===== src/rtl/axi4_lite_cmd_master_if.sv =====
// axi4_lite_cmd_master_if: AXI4-Lite bus between the command master and its slave
interface axi4_lite_cmd_master_if;
  logic [31:0] awaddr;
  logic [2:0]  awprot;
  logic        awvalid;
  logic        awready;
  logic [31:0] wdata;
  logic [3:0]  wstrb;
  logic        wvalid;
  logic        wready;
  logic [1:0]  bresp;
  logic        bvalid;
  logic        bready;
  logic [31:0] araddr;
  logic [2:0]  arprot;
  logic        arvalid;
  logic        arready;
  logic [31:0] rdata;
  logic [1:0]  rresp;
  logic        rvalid;
  logic        rready;
  modport master (
    output awaddr, awprot, awvalid, input awready,
    output wdata, wstrb, wvalid, input wready,
    input bresp, bvalid, output bready,
    output araddr, arprot, arvalid, input arready,
    input rdata, rresp, rvalid, output rready
  );
  modport slave (
    input awaddr, awprot, awvalid, output awready,
    input wdata, wstrb, wvalid, output wready,
    output bresp, bvalid, input bready,
    input araddr, arprot, arvalid, output arready,
    output rdata, rresp, rvalid, input rready
  );
endinterface


===== src/rtl/axi4_lite_cmd_master.sv =====
// axi4_lite_cmd_master: single-outstanding AXI4-Lite master driven by a cmd/rsp stream
module axi4_lite_cmd_master #(
  parameter int ADDR_WIDTH     = 32,
  parameter int TIMEOUT_CYCLES = 1024
) (
  input  logic                  clk,
  input  logic                  rst,
  input  logic                  cmd_valid,
  output logic                  cmd_ready,
  input  logic                  cmd_write,
  input  logic [ADDR_WIDTH-1:0] cmd_addr,
  input  logic [31:0]           cmd_data,
  input  logic [3:0]            cmd_strb,
  output logic                  rsp_valid,
  input  logic                  rsp_ready,
  output logic                  rsp_write,
  output logic [31:0]           rsp_data,
  output logic [1:0]            rsp_resp,
  output logic                  rsp_timeout,
  axi4_lite_cmd_master_if.master axi
);
  localparam int CNT_WIDTH = TIMEOUT_CYCLES > 0 ? $clog2(TIMEOUT_CYCLES + 1) : 1;
  localparam logic [CNT_WIDTH-1:0] CNT_LAST = CNT_WIDTH'(TIMEOUT_CYCLES > 0 ? TIMEOUT_CYCLES - 1 : 0);
  typedef enum logic [2:0] {IDLE, WRITE, WRESP, RADDR, RDATA, RESP} state_t;
  state_t state, state_n;
  logic [31:0] addr_q, data_q;
  logic [3:0]  strb_q;
  logic [CNT_WIDTH-1:0] cnt;
  logic aw_pend, w_pend, ar_pend;
  logic accept, busy, wr_done, b_done, ar_done, r_done, abort;
  assign accept  = cmd_valid && cmd_ready;
  assign busy    = state inside {WRITE, WRESP, RADDR, RDATA};
  assign wr_done = state == WRITE && (!aw_pend || axi.awready) && (!w_pend || axi.wready);
  assign b_done  = state == WRESP && axi.bvalid;
  assign ar_done = state == RADDR && axi.arready;
  assign r_done  = state == RDATA && axi.rvalid;
  // expiry fires on the last allowed cycle so the valid is up for exactly TIMEOUT_CYCLES
  assign abort   = TIMEOUT_CYCLES > 0 && busy && cnt == CNT_LAST && !(wr_done || b_done || ar_done || r_done);
  always_comb begin
    state_n = state;
    case (state)
      IDLE:    state_n = accept ? (cmd_write ? WRITE : RADDR) : IDLE;
      WRITE:   state_n = wr_done ? WRESP : WRITE;
      WRESP:   state_n = b_done ? RESP : WRESP;
      RADDR:   state_n = ar_done ? RDATA : RADDR;
      RDATA:   state_n = r_done ? RESP : RDATA;
      RESP:    state_n = rsp_ready ? IDLE : RESP;
      default: state_n = IDLE;
    endcase
    if (abort) state_n = RESP;
  end
  always_ff @(posedge clk or negedge rst)
    if (!rst) state <= IDLE;
    else state <= state_n;
  always_ff @(posedge clk or negedge rst)
    if (!rst) begin
      addr_q      <= '0;
      data_q      <= '0;
      strb_q      <= '0;
      cnt         <= '0;
      aw_pend     <= 1'b0;
      w_pend      <= 1'b0;
      ar_pend     <= 1'b0;
      rsp_write   <= 1'b0;
      rsp_data    <= '0;
      rsp_resp    <= '0;
      rsp_timeout <= 1'b0;
    end else begin
      if (accept) begin
        addr_q    <= 32'(cmd_addr);
        data_q    <= cmd_data;
        strb_q    <= cmd_strb;
        rsp_write <= cmd_write;
        cnt       <= '0;
      end else if (busy) cnt <= cnt + 1'b1;
      aw_pend <= accept ? cmd_write : aw_pend && !axi.awready && !abort;
      w_pend  <= accept ? cmd_write : w_pend && !axi.wready && !abort;
      ar_pend <= accept ? !cmd_write : ar_pend && !axi.arready && !abort;
      if (b_done || r_done || abort) begin
        rsp_data    <= r_done ? axi.rdata : '0;
        rsp_resp    <= abort ? 2'b10 : b_done ? axi.bresp : axi.rresp;
        rsp_timeout <= abort;
      end
    end
  assign cmd_ready  = state == IDLE && rst;
  assign rsp_valid  = state == RESP;
  assign axi.awaddr  = addr_q;
  assign axi.awprot  = 3'b000;
  assign axi.awvalid = aw_pend;
  assign axi.wdata   = data_q;
  assign axi.wstrb   = strb_q;
  assign axi.wvalid  = w_pend;
  assign axi.bready  = state == WRESP;
  assign axi.araddr  = addr_q;
  assign axi.arprot  = 3'b000;
  assign axi.arvalid = ar_pend;
  assign axi.rready  = state == RDATA;
endmodule


===== src/flat_wrapper.sv =====
// flat-port wrapper written by rule: the top's interface ports become plain ports
module axi4_lite_cmd_master_flat 
#(
  parameter int ADDR_WIDTH     = 32,
  parameter int TIMEOUT_CYCLES = 1024
)
  (clk, rst, cmd_valid, cmd_ready, cmd_write, cmd_addr, cmd_data, cmd_strb, rsp_valid, rsp_ready, rsp_write, rsp_data, rsp_resp, rsp_timeout, axi_awaddr, axi_awprot, axi_awvalid, axi_awready, axi_wdata, axi_wstrb, axi_wvalid, axi_wready, axi_bresp, axi_bvalid, axi_bready, axi_araddr, axi_arprot, axi_arvalid, axi_arready, axi_rdata, axi_rresp, axi_rvalid, axi_rready);
  axi4_lite_cmd_master_if axi_i ();
  input  logic clk;
  input  logic rst;
  input  logic cmd_valid;
  output logic cmd_ready;
  input  logic cmd_write;
  input  logic [ADDR_WIDTH-1:0] cmd_addr;
  input  logic [31:0] cmd_data;
  input  logic [3:0] cmd_strb;
  output logic rsp_valid;
  input  logic rsp_ready;
  output logic rsp_write;
  output logic [31:0] rsp_data;
  output logic [1:0] rsp_resp;
  output logic rsp_timeout;
  output wire logic [$bits(axi_i.awaddr)-1:0] axi_awaddr;
  output wire logic [$bits(axi_i.awprot)-1:0] axi_awprot;
  output wire logic [$bits(axi_i.awvalid)-1:0] axi_awvalid;
  input wire logic [$bits(axi_i.awready)-1:0] axi_awready;
  output wire logic [$bits(axi_i.wdata)-1:0] axi_wdata;
  output wire logic [$bits(axi_i.wstrb)-1:0] axi_wstrb;
  output wire logic [$bits(axi_i.wvalid)-1:0] axi_wvalid;
  input wire logic [$bits(axi_i.wready)-1:0] axi_wready;
  input wire logic [$bits(axi_i.bresp)-1:0] axi_bresp;
  input wire logic [$bits(axi_i.bvalid)-1:0] axi_bvalid;
  output wire logic [$bits(axi_i.bready)-1:0] axi_bready;
  output wire logic [$bits(axi_i.araddr)-1:0] axi_araddr;
  output wire logic [$bits(axi_i.arprot)-1:0] axi_arprot;
  output wire logic [$bits(axi_i.arvalid)-1:0] axi_arvalid;
  input wire logic [$bits(axi_i.arready)-1:0] axi_arready;
  input wire logic [$bits(axi_i.rdata)-1:0] axi_rdata;
  input wire logic [$bits(axi_i.rresp)-1:0] axi_rresp;
  input wire logic [$bits(axi_i.rvalid)-1:0] axi_rvalid;
  output wire logic [$bits(axi_i.rready)-1:0] axi_rready;
  assign axi_awaddr = axi_i.awaddr;
  assign axi_awprot = axi_i.awprot;
  assign axi_awvalid = axi_i.awvalid;
  assign axi_i.awready = axi_awready;
  assign axi_wdata = axi_i.wdata;
  assign axi_wstrb = axi_i.wstrb;
  assign axi_wvalid = axi_i.wvalid;
  assign axi_i.wready = axi_wready;
  assign axi_i.bresp = axi_bresp;
  assign axi_i.bvalid = axi_bvalid;
  assign axi_bready = axi_i.bready;
  assign axi_araddr = axi_i.araddr;
  assign axi_arprot = axi_i.arprot;
  assign axi_arvalid = axi_i.arvalid;
  assign axi_i.arready = axi_arready;
  assign axi_i.rdata = axi_rdata;
  assign axi_i.rresp = axi_rresp;
  assign axi_i.rvalid = axi_rvalid;
  assign axi_rready = axi_i.rready;
  axi4_lite_cmd_master #(.ADDR_WIDTH(ADDR_WIDTH), .TIMEOUT_CYCLES(TIMEOUT_CYCLES)) u_core (.clk(clk), .rst(rst), .cmd_valid(cmd_valid), .cmd_ready(cmd_ready), .cmd_write(cmd_write), .cmd_addr(cmd_addr), .cmd_data(cmd_data), .cmd_strb(cmd_strb), .rsp_valid(rsp_valid), .rsp_ready(rsp_ready), .rsp_write(rsp_write), .rsp_data(rsp_data), .rsp_resp(rsp_resp), .rsp_timeout(rsp_timeout), .axi(axi_i));
endmodule

===== config.mk =====
export PLATFORM = sky130hd
export DESIGN_NAME = axi4_lite_cmd_master_flat
export DESIGN_NICKNAME = d
export VERILOG_FILES = /design/src/rtl/axi4_lite_cmd_master_if.sv /design/src/rtl/axi4_lite_cmd_master.sv /design/src/flat_wrapper.sv
export SDC_FILE = /design/constraint.sdc
export NUM_CORES = 1
export LEC_CHECK = 0
export CAP_MARGIN = 20
export CORE_ASPECT_RATIO = 1.2
export CORE_MARGIN = 2
export CORE_UTILIZATION = 40
export CTS_CLUSTER_DIAMETER = 50
export DETAILED_ROUTE_END_ITERATION = 10
export GPL_ROUTABILITY_DRIVEN = 0
export PLACE_DENSITY = 0.82
export RECOVER_POWER = 25
export SLEW_MARGIN = 20
export SYNTH_ARGS = -nofsm -noshare
export SYNTH_HDL_FRONTEND = slang
export SYNTH_SLANG_ARGS = --single-unit

===== constraint.sdc =====
create_clock -name clk -period 2.5 [get_ports clk]
set_input_delay 0.5 -clock clk [delete_from_list [all_inputs] [get_ports clk]]
set_output_delay 0.5 -clock clk [all_outputs]
set_load 0.05 [all_outputs]

==> flow_summary_export.csv, run 1 <==
group,metric,value,unit
sta,worst_pin_slew,0.9277,ns
sta,finalHoldViolCount,0,
setup_path,end_kind,"primary output",
route,drc,0,
clocking,cts.sinks,121,
synthesis,ys_seq_area_share,57.84,%
clocking,hold_buffers,0,
synthesis,synth_warnings,0,
die,die_w,108.4,um
global_routing,grt.overflow.total,0,
route,drt_pass1_iterations,4,
power,p_leak,3.862,nW
clocking,cts_tree,"yes",
sta,period_share,90.32,%
synthesis,synth.distinct_cells,41,
finish,area.sequential,3028,um^2
finish,finish.utilization,65.94,%
die,fp.coreArea,12720,um^2
route,drt_iter0_markers,177,
setup_path,required,2.00,ns
finish,drive_gt1_share,7.515,%
sta,max_slew_margin,38.15,%
synthesis,synth_area,5235,um^2
sta,tns,0,ns
die,rows,45,
clocking,cts_root_buf,"clkbuf_16",
synthesis,synthArstFlopShare,100.0,%
power,peakVddDrop,937.9,uV
clocking,cts_buffers,17,
synthesis,synth_edf_count,0,
die,die_area,14020,um^2
power,p_int,6.895,mW
setup_path,path_max_fanout,13,
flow_run,maxCapViolCount,0,
route,ant_nets,0,
die,die_h,129.3,um
sta,min_period,2.258,ns
sta,skew,0.007961,ns
clocking,worstSkewPairLatency,0.41,ns
synthesis,synth_seq_cells,121,
synthesis,synthTopCellsByCount,"nand2_1 (282), dfrtp_1 (121), buf_4 (39)",
synthesis,ys.flop_type,"dfrtp_1",
power,power.switching,6.832,mW
power,seq_power_share,25.5,%
min_path,hold_path.class,"input port to async pin",
global_routing,grt_pass1_wl,23.12,mm
die,ios,263,
power,p_per_area,1636,nW/um^2
power,comb_power_share,56.8,%
route,wl_per_cell,15.14,um
run_status,status,"completed",
die,start_util,41.14,%
sta,setup_viol,0,
setup_path,arrival,1.76,ns
route,via_count,4690,
finish,num_antenna_cells,0,
sta,rsz0062_at_grt,"no",
power,p_clk_share,17.7,%
route,wirelength,14.97,mm
global_routing,grt_max_degree,70,
setup_path,path_class,"flip-flop to primary output",
finish,multiInputGateArea,1829,um^2
clocking,clk_pin_slew,0.05,ns
sta,drv_slew,0,
sta,fmax,442.9,MHz
synthesis,synth_area_leader_cell,"dfrtp_1",
setup_path,worst_setup_path_start_kind,"flip-flop",
place,dp_hpwl,10.52,mm
synthesis,synth_top_area_share,57.84,%
global_routing,track_usage,21.59,%
finish,nets,927,
power,swShare,49.77,%
finish,syn2layout_area_growth,60.28,%
global_routing,grt_pass1_vias,4549,
clocking,clk_path_buf_depth,2,
finish,nFillCells,1047,
place,port-buffer-count,256,
synthesis,postSynthAreaPerCell,8.949,um^2
synthesis,ys_top_cells_by_area,"dfrtp_1 (58%), nand2_1 (20%), buf_4 (5.6%)",
synthesis,synth.most_common_cell,"nand2_1",
route,via_per_inst,4.742,
clocking,htreeDepth,4,
synthesis,netlist_instances,585,
global_routing,antenna_found_initial,0,
[timing repair]
item                       in CTS  in global routing
resized for setup               0                  1
setup buffers                   0                  0
setup endpoints to repair       0                  1
[final cells by class]
class,instances,area share (%)
multi-input cells,397,21.80
clock inverters,13,1.715
clock buffers,19,5.398
flip-flops and latches,121,36.09
inverters,2,0.08947
well taps,164,2.446
repair buffers,273,32.46
[flip-flops by register name, summed over array words and instances (netlist names)]
name                cells
u_core.axi.araddr      32
u_core.axi.arvalid      1
u_core.axi.awvalid      1
u_core.axi.wdata       32
u_core.axi.wstrb        4
u_core.axi.wvalid       1
u_core.cnt             11
u_core.rsp_data        32
u_core.rsp_resp         2
u_core.rsp_timeout      1
u_core.rsp_write        1
u_core.state            3
[power groups by stage]
stage / registers [mW] / clock network, mW / logic [mW]
floorplan: 6.20 / 0 / 2.61
global placement: 3.48 / 0 / 7.72
detailed placement: 3.51 / 0 / 7.83
CTS: 3.51 / 2.49 / 7.85
global route: 3.62 / 2.59 / 8.18
finish: 3.50 / 2.43 / 7.79
[worst max-delay path, stage by stage (launching register included)]
cell and delay, ns:
dfrtp_1 0.64, buf_4 0.23, nor3b_2 0.30, buf_12 0.18
[metal layers]
| layer | global-route usage, % | vias up | routed length, um |
|---|---|---|---|
| met3 | 6.640 | 30 | 949 |
| met4 | 8.597 | 0 | 408 |
| met1 | 26.60 | 2219 | 6014 |
| met5 | 0 | - | 0 |
| met2 | 35.44 | 158 | 7601 |
| li1 | - | 2283 | - |
[through the flow]
step	hold WS [ns]	setup WS, ns	std cells	area, um^2	power (mW)
after detailed placement	0.4619	0.03123	957	7792	11.34
after global placement	0.4563	0.04640	957	7792	11.21
after floorplan	0.2044	0.06750	590	5263	8.802
final	0.3581	0.2419	989	8391	13.73
after CTS	0.2788	0.02169	989	8389	13.84
after global routing	0.4293	0.1044	989	8391	14.39
[cells in the final DEF, fill, tap and decap left out, types with 5 or more instances in the layout]
master	count
a21oi_1	7
buf_4	16
clkbuf_16	17
clkdlybuf4s50_1	251
conb_1	6
dfrtp_1	121
nand2_1	281
nand2b_1	6
nor2_1	5
o21ai_0	5
o21ai_1	33
o31ai_1	5
[kinds of logic (layout without fill, tap and decap cells)]
kind of cell / after synthesis / after routing / share of synthesized area, %
DFF: 121 / 121 / 57.84
muxes: 3 / 3 / 0.5975
adders and majority gates: 1 / 1 / 0.2390
xor gates and xnor gates: 2 / 2 / 0.3347
other: 1 / 6 / 0.07163
buffers and inverters: 72 / 307 / 8.246
AOI/OAI and AO/OA: 61 / 61 / 6.644
and+or+nand+nor: 324 / 324 / 26.03
[final timing paths]
kind,from,end,slack (ns),depth (start not counted)
hold reg to reg,u_core.axi.wdata[2]$_DFFE_PN0N_,u_core.axi.wdata[2]$_DFFE_PN0N_,0.47,2
min in group clk,u_core.axi.wdata[2]$_DFFE_PN0N_,u_core.axi.wdata[2]$_DFFE_PN0N_,0.47,2
max in group asynchronous,rst,u_core.axi.araddr[4]$_DFFE_PN0N_,0.69,3
setup / recovery,u_core.state[1]$_DFF_PN0_,axi_bready,0.24,3
hold / removal,rst,u_core.axi.wdata[9]$_DFFE_PN0N_,0.36,2
setup reg to reg,u_core.state[0]$_DFF_PN0_,u_core.state[2]$_DFF_PN0_,0.27,5
No activity file was read; power rests on OpenSTA's default activity.
==> run 2: changes to the inputs <==
- CORE_UTILIZATION: 40 -> 43
- CTS_CLUSTER_SIZE: unset -> 14
- PLACE_DENSITY: 0.82 -> 0.87
- clock period: 2.5 -> 2.74 ns (I/O delays scaled with it)
==> run 2 against run 1 <==
- the run now ends with max-capacitance violations, max-slew violations left
- sequential share of layout area is 0.10 points lower
- utilization up 4.2 points
- power fell by 6.7%
- die area fell by 6.7%
- clock skew about the same
- first-iteration DRC count grew 12%
- setup slack worse by 0.12 ns
- final area rose by 0.28%
- sequential power down 8.3%
- critical endpoint is now rsp_valid
- flip-flop and latch count unchanged
==> flow_summary_export.csv, run 2 (same netlist as run 1, synthesis figures left out) <==
group,metric,value,unit
run_status,status,"finished, violations left",
run_status,violations,"max-capacitance violations, max-slew violations",
sta,worst_pin_slew,1.653,ns
finish,final_common_cell,"nand2_1",
place,pre_cts_ws,0.2223,ns
finish,syn2layout_area_growth,60.73,%
setup_path,crit_cells,2,
route,via_count,4684,
finish,final_cell_mix,"nand2_1 (281), clkdlybuf4s50_1 (252), dfrtp_1 (121), o21ai_1 (33), clkbuf_16 (17)",
sta,tns,0,ns
setup_path,path_class,"flip-flop to primary output",
power,p_leak,3.877,nW
setup_path,path_max_fanout,14,
sta,fmax,382.1,MHz
power,swShare,48.30,%
clocking,clk_pin_slew,0.05,ns
route,wl_per_cell,15.18,um
sta,finalHoldViolCount,0,
setup_path,slowest_stage,"clkdlybuf4s50_1",
setup_path,crit_buf_inv,1,
setup_path,required,2.19,ns
route,drc,0,
route,via_per_inst,4.780,
die,rows,44,
clocking,cts_tree,"yes",
die,start_util,43.62,%
sta,worst_hold_slack,0.4732,ns
sta,setup_viol,0,
power,comb_power_share,55.1,%
setup_path,timing.rr.start,"u_core.state[1]$_DFF_PN0_",
setup_path,rr_worst_depth,5,
setup_path,crit_path_start,"u_core.state[0]$_DFF_PN0_",
power,p_per_area,1522,nW/um^2
min_path,hold_path.class,"flip-flop to flip-flop",
global_routing,grt_pass1_vias,4658,
global_routing,grt.overflow.total,0,
sta,rsz0062_at_grt,"no",
clocking,cts.sinks,121,
die,die_h,124.9,um
global_routing,grt_pass1_wl,23.77,mm
clocking,clk_path_buf_depth,2,
die,die_w,104.7,um
power,peakVddDrop,967.2,uV
sta,skew,0.007575,ns
power,p_int,6.622,mW
finish,drive_gt1_share,6.227,%
setup_path,end_kind,"primary output",
sta,min_period,2.617,ns
setup_path,slowest_delay,0.79,ns
setup_path,reg2reg_to,"u_core.state[2]$_DFF_PN0_",
route,wirelength,14.87,mm
global_routing,antenna_found_initial,0,
clocking,cts_root_buf,"clkbuf_16",
flow_run,maxCapViolCount,1,
sta,period_share,95.52,%
power,p_clk_share,19.9,%
setup_path,crit_family,"buffers and inverters",
route,ant_nets,0,
route,drt_pass1_iterations,5,
finish,nFillCells,921,
setup_path,worst_setup_path_start_kind,"flip-flop",
sta,max_slew_margin,-10.22,%
setup_path,path_cells,"and3b_1 -> clkdlybuf4s50_1",
clocking,cts_buffers,17,
clocking,htreeDepth,4,
finish,num_antenna_cells,0,
setup_path,endpoint,"rsp_valid",
setup_path,r2r_slack,0.53,ns
place,port-buffer-count,256,
sta,drv_slew,67,
die,fp.coreArea,12000,um^2
power,power.switching,6.186,mW
global_routing,grt_max_degree,67,
finish,nets,921,
clocking,hold_buffers,0,
die,die_area,13080,um^2
clocking,worstSkewPairLatency,0.40,ns
power,seq_power_share,25.1,%
sta,fin_ws,0.1227,ns
route,drt_iter0_markers,198,
place,dp_hpwl,10.29,mm
global_routing,track_usage,22.95,%
die,ios,263,
setup_path,arrival,2.07,ns
## run 2: stage by stage
step / std cells / total power [mW] / utilization (%) / instance area (um^2)
final: 980 / 12.81 / 70.11 / 8414
after global routing: 980 / 13.38 / 70.11 / 8414
after CTS: 980 / 12.90 / 70.14 / 8418
after detailed placement: 948 / 10.29 / 64.49 / 7740
after global placement: 948 / 10.17 / 64.49 / 7740
after floorplan: 590 / 8.020 / - / 5254
## run 2: how the worst min path moves through the flow
stage                                             end                              from  cells after the start  slack (ns)
finish                u_core.axi.wstrb[0]$_DFFE_PN0N_   u_core.axi.wstrb[0]$_DFFE_PN0N_                      2        0.47
global route          u_core.axi.wstrb[0]$_DFFE_PN0N_   u_core.axi.wstrb[0]$_DFFE_PN0N_                      2        0.49
CTS                 u_core.axi.araddr[26]$_DFFE_PN0N_                               rst                      2        0.38
detailed placement    u_core.axi.wstrb[0]$_DFFE_PN0N_   u_core.axi.wstrb[0]$_DFFE_PN0N_                      2        0.46
global placement     u_core.axi.wdata[21]$_DFFE_PN0N_  u_core.axi.wdata[21]$_DFFE_PN0N_                      2        0.46
floorplan            u_core.axi.araddr[0]$_DFFE_PN0N_                               rst                      0        0.25
## run 2: routing by layer
| layer | vias to the layer above | part of all wire [%] | GRT usage (%) |
|---|---|---|---|
| li1 | 2263 | - | - |
| met1 | 2195 | 39 | 27.44 |
| met2 | 198 | 52 | 38.73 |
| met3 | 28 | 7.2 | 6.907 |
| met4 | 0 | 2.6 | 8.941 |
| met5 | - | 0 | 0 |
## run 2: layout make-up
cell class / count / area, um^2 / area share (%)
inverters: 2 / 7.507 / 0.08922
clock buffers: 21 / 460.4 / 5.472
well taps: 161 / 201.4 / 2.394
clock inverters: 11 / 217.7 / 2.587
multi-input cells: 397 / 1815 / 21.58
repair buffers: 267 / 2684 / 31.90
flip-flops and latches: 121 / 3028 / 35.99
## run 2: power groups by stage
stage	clock (mW)	sequential, mW	combinational, mW
3_5_place_dp	0	3.21	7.09
4_1_cts	2.57	3.21	7.11
5_1_grt	2.67	3.34	7.37
2_1_floorplan	0	5.65	2.37
3_3_place_gp	0	3.19	6.98
6_report	2.54	3.21	7.05
## run 2: worst register-to-register path: stages, from the launching register on
cell and delay [ns]:
dfrtp_1 0.58, or3_1 0.50, nand4_2 0.23, nor4b_4 0.09
buf_12 0.18, or4_1 0.50
## run 2: repair_timing
| action | CTS | global route |
|---|---|---|
| hold endpoints to repair | 0 | 0 |
| buffers inserted | 0 | 0 |
| gates resized for setup | 0 | 1 |
| endpoints found under the setup margin | 0 | 1 |
==> run 3: changes to the inputs <==
- CORE_MARGIN: 2 -> unset
- CORE_UTILIZATION: 43 -> 34
- PLACE_DENSITY: 0.87 -> 0.72
==> run 3 against run 2 <==
- the flow still finishes with violations (max-capacitance violations, max-slew violations)
- fmax shrank 0.33%
- via count shrank 1.9%
- sequential share of layout area grew 0.24 points
- first-iteration DRC count grew 12%
- combinational power shrank 0.7%
- register-to-register slack is essentially flat
- routed wire length shrank 1.7%
- critical path depth is the same
- power shrank 2.5%
- die area grew 22%
- clock power shrank 9.4%
- largest cell class unchanged
- highest routed layer unchanged
==> flow_summary_export.csv, run 3 (same netlist as run 1, synthesis figures left out) <==
group,metric,value,unit
setup_path,end_kind,"primary output",
clocking,cts_buffers,17,
setup_path,worst_setup_path_start_kind,"flip-flop",
flow_run,maxCapViolCount,1,
route,wl_per_cell,14.29,um
clocking,hold_buffers,0,
min_path,whs_endpoint,"u_core.axi.wdata[27]$_DFFE_PN0N_",
setup_path,crit_family,"buffers and inverters",
global_routing,antenna_found_initial,0,
die,die_area,15900,um^2
route,drc,0,
setup_path,crit_buf_inv,1,
min_path,min_from,"u_core.axi.wdata[27]$_DFFE_PN0N_",
setup_path,path_class,"flip-flop to primary output",
clocking,worstSkewPairLatency,0.41,ns
route,drt_pass1_iterations,4,
setup_path,reg2reg_to,"u_core.axi.araddr[21]$_DFFE_PN0N_",
finish,finish.utilization,55.64,%
finish,final_common_cell,"nand2_1",
power,swShare,49.49,%
run_status,violations,"max-capacitance violations, max-slew violations",
finish,nFillCells,1369,
sta,rsz0062_at_grt,"no",
power,p_per_area,1494,nW/um^2
power,power.switching,6.180,mW
finish,syn2layout_area_growth,59.66,%
min_path,hold_path.class,"flip-flop to flip-flop",
setup_path,arrival,2.08,ns
global_routing,grt_pass1_vias,4457,
setup_path,timing.rr.start,"u_core.state[1]$_DFF_PN0_",
clocking,clk_pin_slew,0.06,ns
setup_path,slowest_stage,"clkdlybuf4s50_1",
sta,setup_viol,0,
die,die_h,137.9,um
place,dp_hpwl,10.31,mm
route,ant_nets,0,
clocking,cts.sinks,121,
clocking,cts_tree,"yes",
global_routing,grt.overflow.total,0,
setup_path,r2r_slack,0.52,ns
die,start_util,34.85,%
die,ios,263,
global_routing,grt_max_degree,64,
min_path,whs_path_depth,2,
finish,final_cell_mix,"nand2_1 (281), clkdlybuf4s50_1 (252), dfrtp_1 (121), o21ai_1 (33), clkbuf_16 (17)",
power,seq_power_share,25.6,%
route,drt_iter0_markers,222,
finish,drive_gt1_share,6.593,%
power,p_clk_share,18.4,%
place,port-buffer-count,256,
sta,fmax,380.8,MHz
clocking,cts_root_buf,"clkbuf_16",
route,via_per_inst,4.493,
clocking,cts_resized,0,
setup_path,rr_worst_depth,5,
setup_path,slowest_delay,0.80,ns
sta,skew,0.009398,ns
finish,num_antenna_cells,0,
setup_path,required,2.19,ns
route,via_count,4596,
sta,min_period,2.626,ns
setup_path,path_cells,"and3b_1 -> clkdlybuf4s50_1",
die,rows,49,
die,die_w,115.3,um
finish,nets,921,
global_routing,track_usage,18.99,%
power,p_leak,3.832,nW
sta,drv_slew,64,
global_routing,grt_pass1_wl,22.96,mm
die,fp.coreArea,15020,um^2
route,wirelength,14.62,mm
sta,worst_pin_slew,1.584,ns
sta,max_slew_margin,-5.627,%
power,comb_power_share,56.0,%
clocking,htreeDepth,4,
power,peakVddDrop,838.0,uV
clocking,clk_path_buf_depth,2,
run_status,status,"finished, violations left",
sta,finalHoldViolCount,0,
clocking,post_cts_buffers,0,
power,p_int,6.307,mW
setup_path,path_max_fanout,18,
sta,period_share,95.83,%
sta,tns,0,ns
[run 3: metrics by stage]
stage | cell area, um^2 | std cells | worst slack, ns | power, mW | hold slack, ns
2_1_floorplan | 5254 | 590 | 0.1835 | 8.020 | 0.2524
3_3_place_gp | 7754 | 991 | 0.3284 | 10.19 | 0.4568
3_5_place_dp | 7754 | 991 | 0.2911 | 10.26 | 0.4610
4_1_cts | 8367 | 1023 | 0.09038 | 12.61 | 0.3587
5_1_grt | 8358 | 1023 | 0.008945 | 13.11 | 0.4950
6_report | 8358 | 1023 | 0.1142 | 12.49 | 0.4706
[run 3: area by class of cell]
cell class              count  area (um^2)  area share (%)
inverters                   2        7.507         0.08982
flip-flops and latches    121         3028           36.23
well taps                 204        255.2           3.054
clock buffers              18        439.2           5.254
clock inverters            14        173.9           2.081
multi-input cells         397         1815           21.72
repair buffers            267         2639           31.57
[run 3: routing by layer]
layer	part of all wire (%)	vias up	wire, um	track usage (%)
met4	1.7	0	247	7.143
met2	52	166	7537	32.10
met3	6.1	18	897	5.420
met5	0	-	0	0
li1	-	2265	-	-
met1	41	2147	5938	22.93
[run 3: power groups by stage]
stage / Combinational (mW) / Clock (mW) / Sequential (mW)
after floorplan: 2.37 / 0 / 5.65
after global placement: 6.99 / 0 / 3.20
after detailed placement: 7.05 / 0 / 3.21
after CTS: 7.06 / 2.34 / 3.20
after global routing: 7.38 / 2.42 / 3.32
final: 7.00 / 2.30 / 3.19
[run 3: tightest hold or removal path: stages, from the launching register on]
cell and delay, ns:
dfrtp_1 0.34, nand2_1 0.05, nand2_1 0.05
[run 3: worst max-delay path by stage]
stage                                    to  slack (ns)  cells past startpoint                 startpoint
3_5_place_dp      u_core.state[0]$_DFF_PN0_        0.29                      7                 axi_bvalid
3_3_place_gp      u_core.state[0]$_DFF_PN0_        0.33                      7                 axi_bvalid
5_1_grt                           rsp_valid       0.009                      2  u_core.state[2]$_DFF_PN0_
2_1_floorplan  u_core.rsp_write$_DFFE_PN0N_        0.18                      7  u_core.state[0]$_DFF_PN0_
4_1_cts                           rsp_valid        0.09                      2  u_core.state[1]$_DFF_PN0_
6_report                          rsp_valid        0.11                      2  u_core.state[1]$_DFF_PN0_
